**src/rtl/cursor_pkg.sv**
```systemverilog
`default_nettype none
// ============================================================================
// Module   : cursor_pkg
// Brief    : Shared types and constants for the cursor report scheduler.
// Revision : 1.0
// ============================================================================
package cursor_pkg;

  typedef enum logic [2:0] {
    ST_IDLE      = 3'd0,
    ST_LOAD      = 3'd1,
    ST_SEND      = 3'd2,
    ST_WAIT_BUSY = 3'd3,
    ST_WAIT_DONE = 3'd4
  } state_t;

  localparam int          CLAMP_MAX            = 127;
  localparam int          CLAMP_MIN            = -127;
  localparam logic [7:0]  VERSION              = 8'h01;
  localparam int          DEFAULT_BUSY_TIMEOUT = 4;

endpackage
`default_nettype wire

```
**src/rtl/cursor_report_scheduler_if.sv**
```systemverilog
`default_nettype none
// ============================================================================
// Module   : cursor_report_scheduler_if
// Brief    : Frame handshake bundle between the scheduler and the UART.
// Revision : 1.0
// ============================================================================
interface cursor_report_scheduler_if;

  logic       send;
  logic       tx_busy;
  logic [7:0] dx_out;
  logic [7:0] dy_out;
  logic [1:0] buttons_out;
  logic [3:0] safety_out;
  logic [7:0] frame_id;

  modport master (
    output send, dx_out, dy_out, buttons_out, safety_out, frame_id,
    input  tx_busy
  );

  modport slave (
    input  send, dx_out, dy_out, buttons_out, safety_out, frame_id,
    output tx_busy
  );

endinterface
`default_nettype wire

```
**src/rtl/cursor_axis_acc.sv**
```systemverilog
`default_nettype none
// ============================================================================
// Module   : cursor_axis_acc
// Brief    : One-axis saturating accumulator with int8 clamp and residual carry.
// Revision : 1.0
// ============================================================================
module cursor_axis_acc
  import cursor_pkg::*;
#(
  parameter int ACC_W = 12
)(
  input  wire logic              clk,
  input  wire logic              rst,
  input  wire logic              i_clear,
  input  wire logic              i_load,
  input  wire logic              i_valid,
  input  wire logic signed [7:0] i_delta,
  output logic signed [7:0]      o_emit
);

  localparam int SUM_W = ACC_W + 2;
  localparam logic signed [SUM_W-1:0] c_acc_max  = SUM_W'((2 ** (ACC_W - 1)) - 1);
  localparam logic signed [SUM_W-1:0] c_acc_min  = SUM_W'(-(2 ** (ACC_W - 1)));
  localparam logic signed [SUM_W-1:0] c_clamp_hi = SUM_W'(CLAMP_MAX);
  localparam logic signed [SUM_W-1:0] c_clamp_lo = SUM_W'(CLAMP_MIN);
  localparam logic signed [SUM_W-1:0] c_zero     = '0;

  logic signed [ACC_W-1:0] r_acc;
  logic signed [SUM_W-1:0] w_acc_ext;
  logic signed [SUM_W-1:0] w_emit_ext;
  logic signed [SUM_W-1:0] w_delta_ext;
  logic signed [SUM_W-1:0] w_sum;
  logic signed [SUM_W-1:0] w_sat;

  assign w_acc_ext   = {{2{r_acc[ACC_W-1]}}, r_acc};
  assign w_delta_ext = i_valid ? {{(SUM_W-8){i_delta[7]}}, i_delta} : c_zero;

  // Symmetric clamp keeps -128 off the wire.
  always_comb begin
    w_emit_ext = w_acc_ext;
    if (w_acc_ext > c_clamp_hi) begin
      w_emit_ext = c_clamp_hi;
    end else if (w_acc_ext < c_clamp_lo) begin
      w_emit_ext = c_clamp_lo;
    end
  end

  assign o_emit = w_emit_ext[7:0];
  assign w_sum  = w_acc_ext - (i_load ? w_emit_ext : c_zero) + w_delta_ext;

  always_comb begin
    w_sat = w_sum;
    if (w_sum > c_acc_max) begin
      w_sat = c_acc_max;
    end else if (w_sum < c_acc_min) begin
      w_sat = c_acc_min;
    end
  end

  always_ff @(posedge clk) begin
    if (rst || i_clear) begin
      r_acc <= '0;
    end else if (i_load || i_valid) begin
      r_acc <= w_sat[ACC_W-1:0];
    end
  end

endmodule
`default_nettype wire

```
**src/rtl/cursor_report_scheduler.sv**
```systemverilog
`default_nettype none
// ============================================================================
// Module   : cursor_report_scheduler
// Brief    : Paces clamped cursor reports into the UART with periodic/urgent frames.
// Revision : 1.0
// ============================================================================
module cursor_report_scheduler
  import cursor_pkg::*;
#(
  parameter int REPORT_DIV   = 250000,
  parameter int ACC_W        = 12,
  parameter int BUSY_TIMEOUT = DEFAULT_BUSY_TIMEOUT
)(
  input  wire logic                  clk,
  input  wire logic                  rst,
  input  wire logic                  enable,
  input  wire logic                  vel_valid,
  input  wire logic [7:0]            vel_dx,
  input  wire logic [7:0]            vel_dy,
  input  wire logic [1:0]            buttons,
  input  wire logic [3:0]            safety_flags,
  cursor_report_scheduler_if.master  bus,
  output logic [7:0]                 missed_ticks,
  output logic                       tx_fault
);

  localparam int TICK_W = (REPORT_DIV > 1) ? $clog2(REPORT_DIV) : 1;
  localparam logic [TICK_W-1:0] c_tick_last = TICK_W'(REPORT_DIV - 1);
  localparam logic [7:0]        c_wait_last = 8'(BUSY_TIMEOUT - 1);

  state_t            r_state, w_next;
  logic [TICK_W-1:0] r_tick_cnt;
  logic              r_tick_pend, r_urgent_pend;
  logic [7:0]        r_missed, r_frame, r_wait_cnt;
  logic signed [7:0] r_dx, r_dy;
  logic [1:0]        r_btn;
  logic [3:0]        r_saf;
  logic              r_fault;
  logic              w_tick, w_urgent, w_go, w_load, w_send;
  logic              w_frame_inc, w_fault_set, w_safety_hold, w_acc_clear, w_acc_valid;
  logic signed [7:0] w_emit_x, w_emit_y;

  assign w_tick        = (r_tick_cnt == c_tick_last);
  assign w_urgent      = (r_state == ST_IDLE) && ((buttons != r_btn) || (safety_flags != r_saf));
  assign w_go          = enable && (r_tick_pend || r_urgent_pend || w_urgent) && !bus.tx_busy;
  assign w_safety_hold = w_load && (safety_flags != 4'd0);
  assign w_acc_clear   = !enable || w_safety_hold;
  assign w_acc_valid   = enable && vel_valid;

  cursor_axis_acc #(.ACC_W(ACC_W)) u_acc_x (
    .clk(clk), .rst(rst), .i_clear(w_acc_clear), .i_load(w_load),
    .i_valid(w_acc_valid), .i_delta(vel_dx), .o_emit(w_emit_x)
  );

  cursor_axis_acc #(.ACC_W(ACC_W)) u_acc_y (
    .clk(clk), .rst(rst), .i_clear(w_acc_clear), .i_load(w_load),
    .i_valid(w_acc_valid), .i_delta(vel_dy), .o_emit(w_emit_y)
  );

  always_ff @(posedge clk) begin
    if (rst) r_state <= ST_IDLE;
    else     r_state <= w_next;
  end

  always_comb begin
    w_next      = r_state;
    w_load      = 1'b0;
    w_send      = 1'b0;
    w_frame_inc = 1'b0;
    w_fault_set = 1'b0;
    case (r_state)
      ST_IDLE:      if (w_go) w_next = ST_LOAD;
      ST_LOAD: begin
        w_load = 1'b1;
        w_next = ST_SEND;
      end
      ST_SEND: begin
        w_send = 1'b1;
        w_next = ST_WAIT_BUSY;
      end
      ST_WAIT_BUSY: begin
        if (bus.tx_busy) begin
          w_next = ST_WAIT_DONE;
        end else if (r_wait_cnt == c_wait_last) begin
          w_fault_set = 1'b1;
          w_next      = ST_IDLE;
        end
      end
      ST_WAIT_DONE: begin
        if (!bus.tx_busy) begin
          w_frame_inc = 1'b1;
          w_next      = ST_IDLE;
        end
      end
      default:      w_next = ST_IDLE;
    endcase
  end

  // A tick coinciding with LOAD starts a fresh pending period rather than counting as missed.
  always_ff @(posedge clk) begin
    if (rst) begin
      r_tick_cnt    <= '0;
      r_tick_pend   <= 1'b0;
      r_urgent_pend <= 1'b0;
      r_missed      <= 8'd0;
    end else begin
      r_tick_cnt <= w_tick ? '0 : r_tick_cnt + 1'b1;
      if (!enable) begin
        r_tick_pend <= 1'b0;
      end else if (w_tick) begin
        r_tick_pend <= 1'b1;
        if (r_tick_pend && !w_load && (r_missed != 8'hFF)) r_missed <= r_missed + 8'd1;
      end else if (w_load) begin
        r_tick_pend <= 1'b0;
      end
      if (!enable || w_load)  r_urgent_pend <= 1'b0;
      else if (w_urgent)      r_urgent_pend <= 1'b1;
    end
  end

  always_ff @(posedge clk) begin
    if (rst) begin
      r_dx       <= '0;
      r_dy       <= '0;
      r_btn      <= 2'd0;
      r_saf      <= 4'd0;
      r_frame    <= 8'd0;
      r_fault    <= 1'b0;
      r_wait_cnt <= 8'd0;
    end else begin
      if (w_load) begin
        r_dx  <= w_safety_hold ? 8'sd0 : w_emit_x;
        r_dy  <= w_safety_hold ? 8'sd0 : w_emit_y;
        r_btn <= buttons;
        r_saf <= safety_flags;
      end
      if (w_frame_inc) r_frame <= r_frame + 8'd1;
      if (w_fault_set) r_fault <= 1'b1;
      r_wait_cnt <= (r_state == ST_WAIT_BUSY) ? r_wait_cnt + 8'd1 : 8'd0;
    end
  end

  assign bus.send        = w_send;
  assign bus.dx_out      = r_dx;
  assign bus.dy_out      = r_dy;
  assign bus.buttons_out = r_btn;
  assign bus.safety_out  = r_saf;
  assign bus.frame_id    = r_frame;
  assign missed_ticks    = r_missed;
  assign tx_fault        = r_fault;

endmodule
`default_nettype wire

```
**src/flat_wrapper.sv**
```systemverilog
// flat-port wrapper written by rule: the top's interface ports become plain ports
module cursor_report_scheduler_flat import cursor_pkg::*;
#(
  parameter int REPORT_DIV   = 250000,
  parameter int ACC_W        = 12,
  parameter int BUSY_TIMEOUT = DEFAULT_BUSY_TIMEOUT
)
  (clk, rst, enable, vel_valid, vel_dx, vel_dy, buttons, safety_flags, missed_ticks, tx_fault, bus_send, bus_dx_out, bus_dy_out, bus_buttons_out, bus_safety_out, bus_frame_id, bus_tx_busy);
  cursor_report_scheduler_if bus_i ();
  input  wire logic clk;
  input  wire logic rst;
  input  wire logic enable;
  input  wire logic vel_valid;
  input  wire logic [7:0] vel_dx;
  input  wire logic [7:0] vel_dy;
  input  wire logic [1:0] buttons;
  input  wire logic [3:0] safety_flags;
  output logic [7:0] missed_ticks;
  output logic tx_fault;
  output wire logic [$bits(bus_i.send)-1:0] bus_send;
  output wire logic [$bits(bus_i.dx_out)-1:0] bus_dx_out;
  output wire logic [$bits(bus_i.dy_out)-1:0] bus_dy_out;
  output wire logic [$bits(bus_i.buttons_out)-1:0] bus_buttons_out;
  output wire logic [$bits(bus_i.safety_out)-1:0] bus_safety_out;
  output wire logic [$bits(bus_i.frame_id)-1:0] bus_frame_id;
  input wire logic [$bits(bus_i.tx_busy)-1:0] bus_tx_busy;
  assign bus_send = bus_i.send;
  assign bus_dx_out = bus_i.dx_out;
  assign bus_dy_out = bus_i.dy_out;
  assign bus_buttons_out = bus_i.buttons_out;
  assign bus_safety_out = bus_i.safety_out;
  assign bus_frame_id = bus_i.frame_id;
  assign bus_i.tx_busy = bus_tx_busy;
  cursor_report_scheduler #(.REPORT_DIV(REPORT_DIV), .ACC_W(ACC_W), .BUSY_TIMEOUT(BUSY_TIMEOUT)) u_core (.clk(clk), .rst(rst), .enable(enable), .vel_valid(vel_valid), .vel_dx(vel_dx), .vel_dy(vel_dy), .buttons(buttons), .safety_flags(safety_flags), .bus(bus_i), .missed_ticks(missed_ticks), .tx_fault(tx_fault));
endmodule
```
**config.mk**
```make
export PLATFORM = sky130hd
export DESIGN_NAME = cursor_report_scheduler_flat
export DESIGN_NICKNAME = d
export VERILOG_FILES = /design/src/rtl/cursor_pkg.sv /design/src/rtl/cursor_report_scheduler_if.sv /design/src/rtl/cursor_axis_acc.sv /design/src/rtl/cursor_report_scheduler.sv /design/src/flat_wrapper.sv
export SDC_FILE = /design/constraint.sdc
export NUM_CORES = 1
export LEC_CHECK = 0
export CAP_MARGIN = 10
export CORE_MARGIN = 2
export CORE_UTILIZATION = 50
export CTS_BUF_LIST = sky130_fd_sc_hd__clkbuf_16
export CTS_CLUSTER_SIZE = 10
export DETAILED_ROUTE_END_ITERATION = 7
export PLACE_DENSITY = 0.72
export SLEW_MARGIN = 40
export SYNTH_ARGS = -nofsm -noshare
export SYNTH_HDL_FRONTEND = slang
export SYNTH_HIERARCHICAL = 1
export SYNTH_SLANG_ARGS = --single-unit
```
**constraint.sdc**
```tcl
create_clock -name clk -period 10.4 [get_ports clk]
set_input_delay 2.6 -clock clk [delete_from_list [all_inputs] [get_ports clk]]
set_output_delay 2.6 -clock clk [all_outputs]
set_load 0.01 [all_outputs]
```
Word-level counts from Yosys, hierarchy flattened

Cells that the tools add are included.

Register bits: 94
Bits of input ports: 27
Output and inout bits: 40
Logic and storage cells: 98

Add/sub/neg operators: 8
Magnitude comparators: 8
Eq/ne operators: 12
Multiplexer cells: 28
Bitwise logic cells: 2
Reductions and logical operators: 26

Operator list:

| operator                                                                           | number |
|---|---|
| 14-bit two-way mux                                                                 | 8 |
| 12-bit two-way mux                                                                 | 4 |
| 14-bit adder                                                                       | 2 |
| 14-bit by 12-bit greater-than comparator with 1-bit output (second input constant) | 2 |
| 14-bit by 12-bit less-than comparator with 1-bit output (second input constant)    | 2 |
| 12-bit by 14-bit subtractor with 14-bit output                                     | 2 |
| 8-bit by 1-bit adder with 8-bit output (second input constant)                     | 3 |
| 12-bit by 8-bit greater-than comparator with 1-bit output (second input constant)  | 2 |
| 12-bit by 8-bit less-than comparator with 1-bit output (second input constant)     | 2 |
| 18-bit by 1-bit adder with 18-bit output (second input constant)                   | 1 |
| 18-bit equality test (second input constant)                                       | 1 |
| 8-bit two-way mux                                                                  | 2 |
| 3-bit one-hot mux with 5 select lines                                              | 1 |
| 3-bit two-way mux                                                                  | 4 |
| 1-bit two-way mux                                                                  | 9 |
| 8-bit by 2-bit equality test with 1-bit output (second input constant)             | 1 |
| 8-bit != test (second input constant)                                              | 1 |
| 2-bit OR reduction                                                                 | 4 |
| 1-bit logical AND                                                                  | 7 |
| 1-bit logical OR                                                                   | 7 |
| 3-bit by 2-bit equality test with 1-bit output (second input constant)             | 2 |
| 3-bit AND reduction                                                                | 2 |
| 4-bit != test                                                                      | 1 |
| 4-bit nonzero test                                                                 | 1 |
| 10 further kinds                                                                   | 13 |

Longest topological paths before layout

Depth after elaboration: 9
Mapped depth: 18

Modules after synthesis

The synthesis kept the hierarchy.

By module, submodules not included:

| module                  | instances | cells an instance | area each (um^2) |
|---|---|---|---|
| cursor_axis_acc         | 2         | 218               | 1,741.7 |
| cursor_report_scheduler | 1         | 354               | 3,016.6 |

Least setup slack after synthesis

OpenSTA, ideal clock, no wires.

Kind: input port to flip-flop
From: input vel_valid
To: register u_core.u_acc_x.r_acc[1]
Setup time: 0.149 ns
Arrival time: 5.541 ns
Required time: 10.251 ns
Path slack: 4.711 ns
Stages: 14
Cell sequence: and2_1 > clkbuf_1 > nand2_1 > fa_1 > inv_1 > ha_1 > a21o_1 > a21o_1 > a21oi_2 > o21ai_2 > xor2_1 > and2_4 > o31ai_4 > a311oi_2

Longest elaborated chain between the ends: 6

Ends and longest elaborated chain:

| element                                                 | RTL line                      | RTL |
|---|---|---|
| from (decl)                                             | flat_wrapper.sv:13            | `input wire logic vel_valid;` |
| 1-bit logical AND *                                     | cursor_report_scheduler.sv:48 | `assign w_acc_valid = enable && vel_valid;` |
| 14-bit two-way mux                                      | cursor_axis_acc.sv:36         | `assign w_delta_ext = i_valid ? {{(SUM_W-8){i_delta[7]}}, i_delta} : c_zero;` |
| 14-bit adder                                            | cursor_axis_acc.sv:49         | `assign w_sum = w_acc_ext - (i_load ? w_emit_ext : c_zero) + w_delta_ext;` |
| 14-bit by 12-bit less-than comparator with 1-bit output | cursor_axis_acc.sv:55         | `end else if (w_sum < c_acc_min) begin` |
| 12-bit two-way mux                                      | cursor_axis_acc.sv:55         |  |
| 12-bit two-way mux                                      | cursor_axis_acc.sv:53         | `if (w_sum > c_acc_max) begin` |
| to (signal assigned)                                    | cursor_axis_acc.sv:64         | `r_acc <= w_sat[ACC_W-1:0];` |
| to (decl)                                               | cursor_axis_acc.sv:28         | `logic signed [ACC_W-1:0] r_acc;` |

Mark *: on every way between the ends. The rest lies on a longest branch, timed or not.
A chain may end at the register's enable or synchronous reset.

Final worst setup path

From: input enable
To: register u_core.u_acc_y.r_acc[6]

Longest elaborated chain between the ends: 6

Ends and longest elaborated chain:

| element                                                 | RTL line                      | RTL |
|---|---|---|
| from (decl)                                             | flat_wrapper.sv:12            | `input wire logic enable;` |
| 1-bit logical AND *                                     | cursor_report_scheduler.sv:48 |  |
| named net u_core.w_acc_valid                            | cursor_report_scheduler.sv:40 | `logic w_frame_inc, w_fault_set, w_safety_hold, w_acc_clear, w_acc_valid;` |
| 14-bit two-way mux                                      | cursor_axis_acc.sv:36         |  |
| 14-bit adder                                            | cursor_axis_acc.sv:49         |  |
| 14-bit by 12-bit less-than comparator with 1-bit output | cursor_axis_acc.sv:55         |  |
| 12-bit two-way mux                                      | cursor_axis_acc.sv:55         |  |
| 12-bit two-way mux                                      | cursor_axis_acc.sv:53         |  |
| to (signal assigned)                                    | cursor_axis_acc.sv:64         |  |
| to (decl)                                               | cursor_axis_acc.sv:28         |  |

The timed path passes the listed nets; every way through them passes the cells marked *.

==> flow_summary.ini <==
[clock_tree]
cts_root_buffer = clkbuf_16
numCtsBuffers = 9
post_cts_resized = 0
ctsHoldBuffers = 0
cts_max_level = 3
cts_setup_buffers = 0
cts_tree = yes
clock_latency_ns = 0.35
clk_pin_slew_ns = 0.07
cts_buffer_depth = 2
cts_sinks = 94

[placement]
gp_congestion = 0.834
portBuffers = 66
hpwl_mm = 11.6

[detailed_routing]
dr.first_iter.drc_count = 385
route.antenna.remaining_nets = 0
wl_mm = 15.0
num_vias = 5657
drc = 0
vias_per_cell = 5.55
wl_per_cell_um = 14.7
drt-pass1-iter-count = 5

[timing]
finalSetupViolations = 0
fin_worst_skew_ns = 0.00851
setup-tns-final_ns = 0
max_slew_margin = 0.455
finalCriticalPeriod_ns = 6.79
slew_viol_final = 0
fin_crit_sh = 0.653
hold_viol_final = 0
grt_setup_unrepaired = no
max_freq_ghz = 0.147
tightest_slew_ns = 0.817

[layout]
final_nets = 927
fill_cells = 1137
seqCellArea_um2 = 1880
antenna-diode-count = 0
syn_to_final_growth_pct = 16.3
multiInputGateArea_um2 = 4200
drive_above_1_share = 0.0921
fin_util = 0.597

[global_route]
grt_pass1_vias = 5541
grt_max_degree = 45
grt_pass1_wl_mm = 25.6
track_usage = 0.223
grt-ovfl-total = 0
antenna_found_initial = 0

[logic_synthesis]
synth_cells = 790
ys_seq_area_frac = 0.290
yosysWarnings = 6
synth-edff-count = 0
syn_nets = 875
muxShareOfSynthArea = 0.0150
synth_cell_types = 66
synth.cell_area_um2 = 6500
syn_avg_cell_area_um2 = 8.23
ys.flop_type = dfxtp_1
synth_fa_ha_area_frac = 0.139
postSynth.asyncResetShare = 0
synth_compound_area_frac = 0.193
synth_top_family_by_area = simple AND/OR/NAND/NOR gates
synth_xor_area_frac = 0.0647
ys_seq_elements = 94
synthSimpleGateAreaFrac = 0.231

[setup_path]
start_kind = input pin
cp_max_fo = 20
cp.arrival_ns = 6.99
path_class = in -> reg
worstSetupEndpointType = flop
crit_required_ns = 10.60

[floorplanning]
ioPinCount = 67
core_area_um2 = 12700
dieArea_um2 = 13900
start_util = 0.513
placementRows = 41
die_h_um = 118
fp.dieW_um = 118

[worst_hold_path]
min_path_type = reg -> reg

[power]
power.leakage_nw = 2.87
vdd_drop_max_v = 0.0000880
total_power_w = 0.00125
power.density_nw_per_um2 = 165

[status]
status = completed

[run]
cap_violations = 0
[critical path, cell delays in order]
cell             delay, ns
clkdlybuf4s50_1       0.57
and2_1                0.70
nand2_1               0.40
fa_1                  0.61
inv_1                 0.05
ha_1                  0.35
a21o_1                0.18
a21o_1                0.20
a21oi_2               0.18
o21ai_2               0.11
or3_1                 0.31
o311ai_1              0.10
o211a_1               0.48
a311oi_2              0.16
[sequential cells by signal (all words and copies together), names as in the netlist]
| register | cells |
|---|---|
| u_core/r_tick_cnt | 18 |
| u_core/u_acc_x/r_acc | 12 |
| u_core/u_acc_y/r_acc | 12 |
| u_core/bus.dx_out | 8 |
| u_core/bus.dy_out | 8 |
| u_core/bus.frame_id | 8 |
| u_core/missed_ticks | 8 |
| u_core/r_wait_cnt | 8 |
| u_core/bus.safety_out | 4 |
| u_core/r_state | 3 |
| u_core/bus.buttons_out | 2 |
| u_core/r_tick_pend | 1 |
| u_core/r_urgent_pend | 1 |
| u_core/tx_fault | 1 |
[area by class of cell]
| class | count | area share |
|---|---|---|
| clock inverter | 7 | 0.00695 |
| sequential | 94 | 0.249 |
| tap | 172 | 0.0285 |
| timing repair buffer | 68 | 0.0894 |
| clock buffer | 9 | 0.0298 |
| multi-input combinational | 586 | 0.555 |
| inverter | 83 | 0.0412 |
[placed cells by master, fill, tap and decap left out, types with 5 or more instances in the layout]
master,Yosys,routed
nand2b_1,11,11
inv_1,82,82
nor3_1,7,7
nand2_1,76,76
xor2_1,23,23
nand4_1,14,14
o21ai_0,32,32
nand3_1,20,20
mux2_2,6,6
clkdlybuf4s50_1,0,66
clkbuf_16,0,9
inv_6,0,5
or4_1,5,5
a311oi_2,16,16
a21oi_1,48,48
nor2b_1,6,6
nor4_1,14,14
nor2_1,97,97
dfxtp_1,94,94
a21o_1,8,8
and2_1,15,15
ha_1,34,34
fa_1,24,24
and3_1,8,8
xnor2_1,25,25
o31ai_1,6,6
or3_1,10,10
[cell usage after synthesis (all sizes together), types with 7 or more instances]
cell,number,share of area
a21o,8,0.0092
a21oi,52,0.042
a311oi,18,0.040
and2,19,0.020
and3,9,0.0089
buf,8,0.0079
clkbuf,19,0.011
dfxtp,94,0.29
fa,24,0.074
ha,34,0.065
inv,83,0.048
nand2,79,0.047
nand2b,11,0.011
nand3,21,0.017
nand4,14,0.013
nor2,97,0.056
nor3,7,0.0054
nor4,14,0.013
o21ai,38,0.030
o31ai,8,0.013
or3,12,0.013
xnor2,25,0.034
xor2,23,0.031
[worst paths after layout]
path                                        startpoint  depth (start not counted)                              endpoint  slack [ns]
hold / removal         u_core/r_wait_cnt[0]$_SDFF_PP0_                          1       u_core/r_wait_cnt[0]$_SDFF_PP0_        0.46
setup reg to reg  u_core/u_acc_x/r_acc[1]$_SDFFE_PP0P_                         18  u_core/u_acc_x/r_acc[1]$_SDFFE_PP0P_        5.68
setup / recovery                                enable                         14  u_core/u_acc_y/r_acc[6]$_SDFFE_PP0P_        3.61
hold reg to reg        u_core/r_wait_cnt[0]$_SDFF_PP0_                          1       u_core/r_wait_cnt[0]$_SDFF_PP0_        0.46
[power by group]
group	internal [W]	leakage, nW	switching (W)
registers	0.000377	0.761	0.0000172
logic	0.000211	1.97	0.000329
clock network	0.000165	0.139	0.000150
[logic make-up (layout without fill, tap and decap cells)]
| group | Yosys count | count (layout) |
|---|---|---|
| compound gates | 165 | 165 |
| fa+ha+maj | 58 | 58 |
| mux | 9 | 9 |
| simple gates | 306 | 306 |
| buf+inv | 110 | 167 |
| flops | 94 | 94 |
| xor+xnor | 48 | 48 |
[routing by layer]
metal / share of wire / vias up / GRT usage
met2: 0.49 / 113 / 0.385
met1: 0.45 / 2696 / 0.280
met4: 0.015 / 0 / 0.0617
met3: 0.038 / 18 / 0.0480
met5: 0 / - / 0
li1: - / 2830 / -
[stage by stage]
stage	area (µm²)	setup WS, ns	std cells	hold slack, ns
after floorplan	6500	4.71	790	0.413
final	7560	3.61	1019	0.456
after global routing	7560	3.29	1019	0.484
after detailed placement	7280	3.25	1003	0.438
after CTS	7560	3.60	1019	0.455
after global placement	7270	3.36	1003	0.422
(Power assumes the default switching activity.)
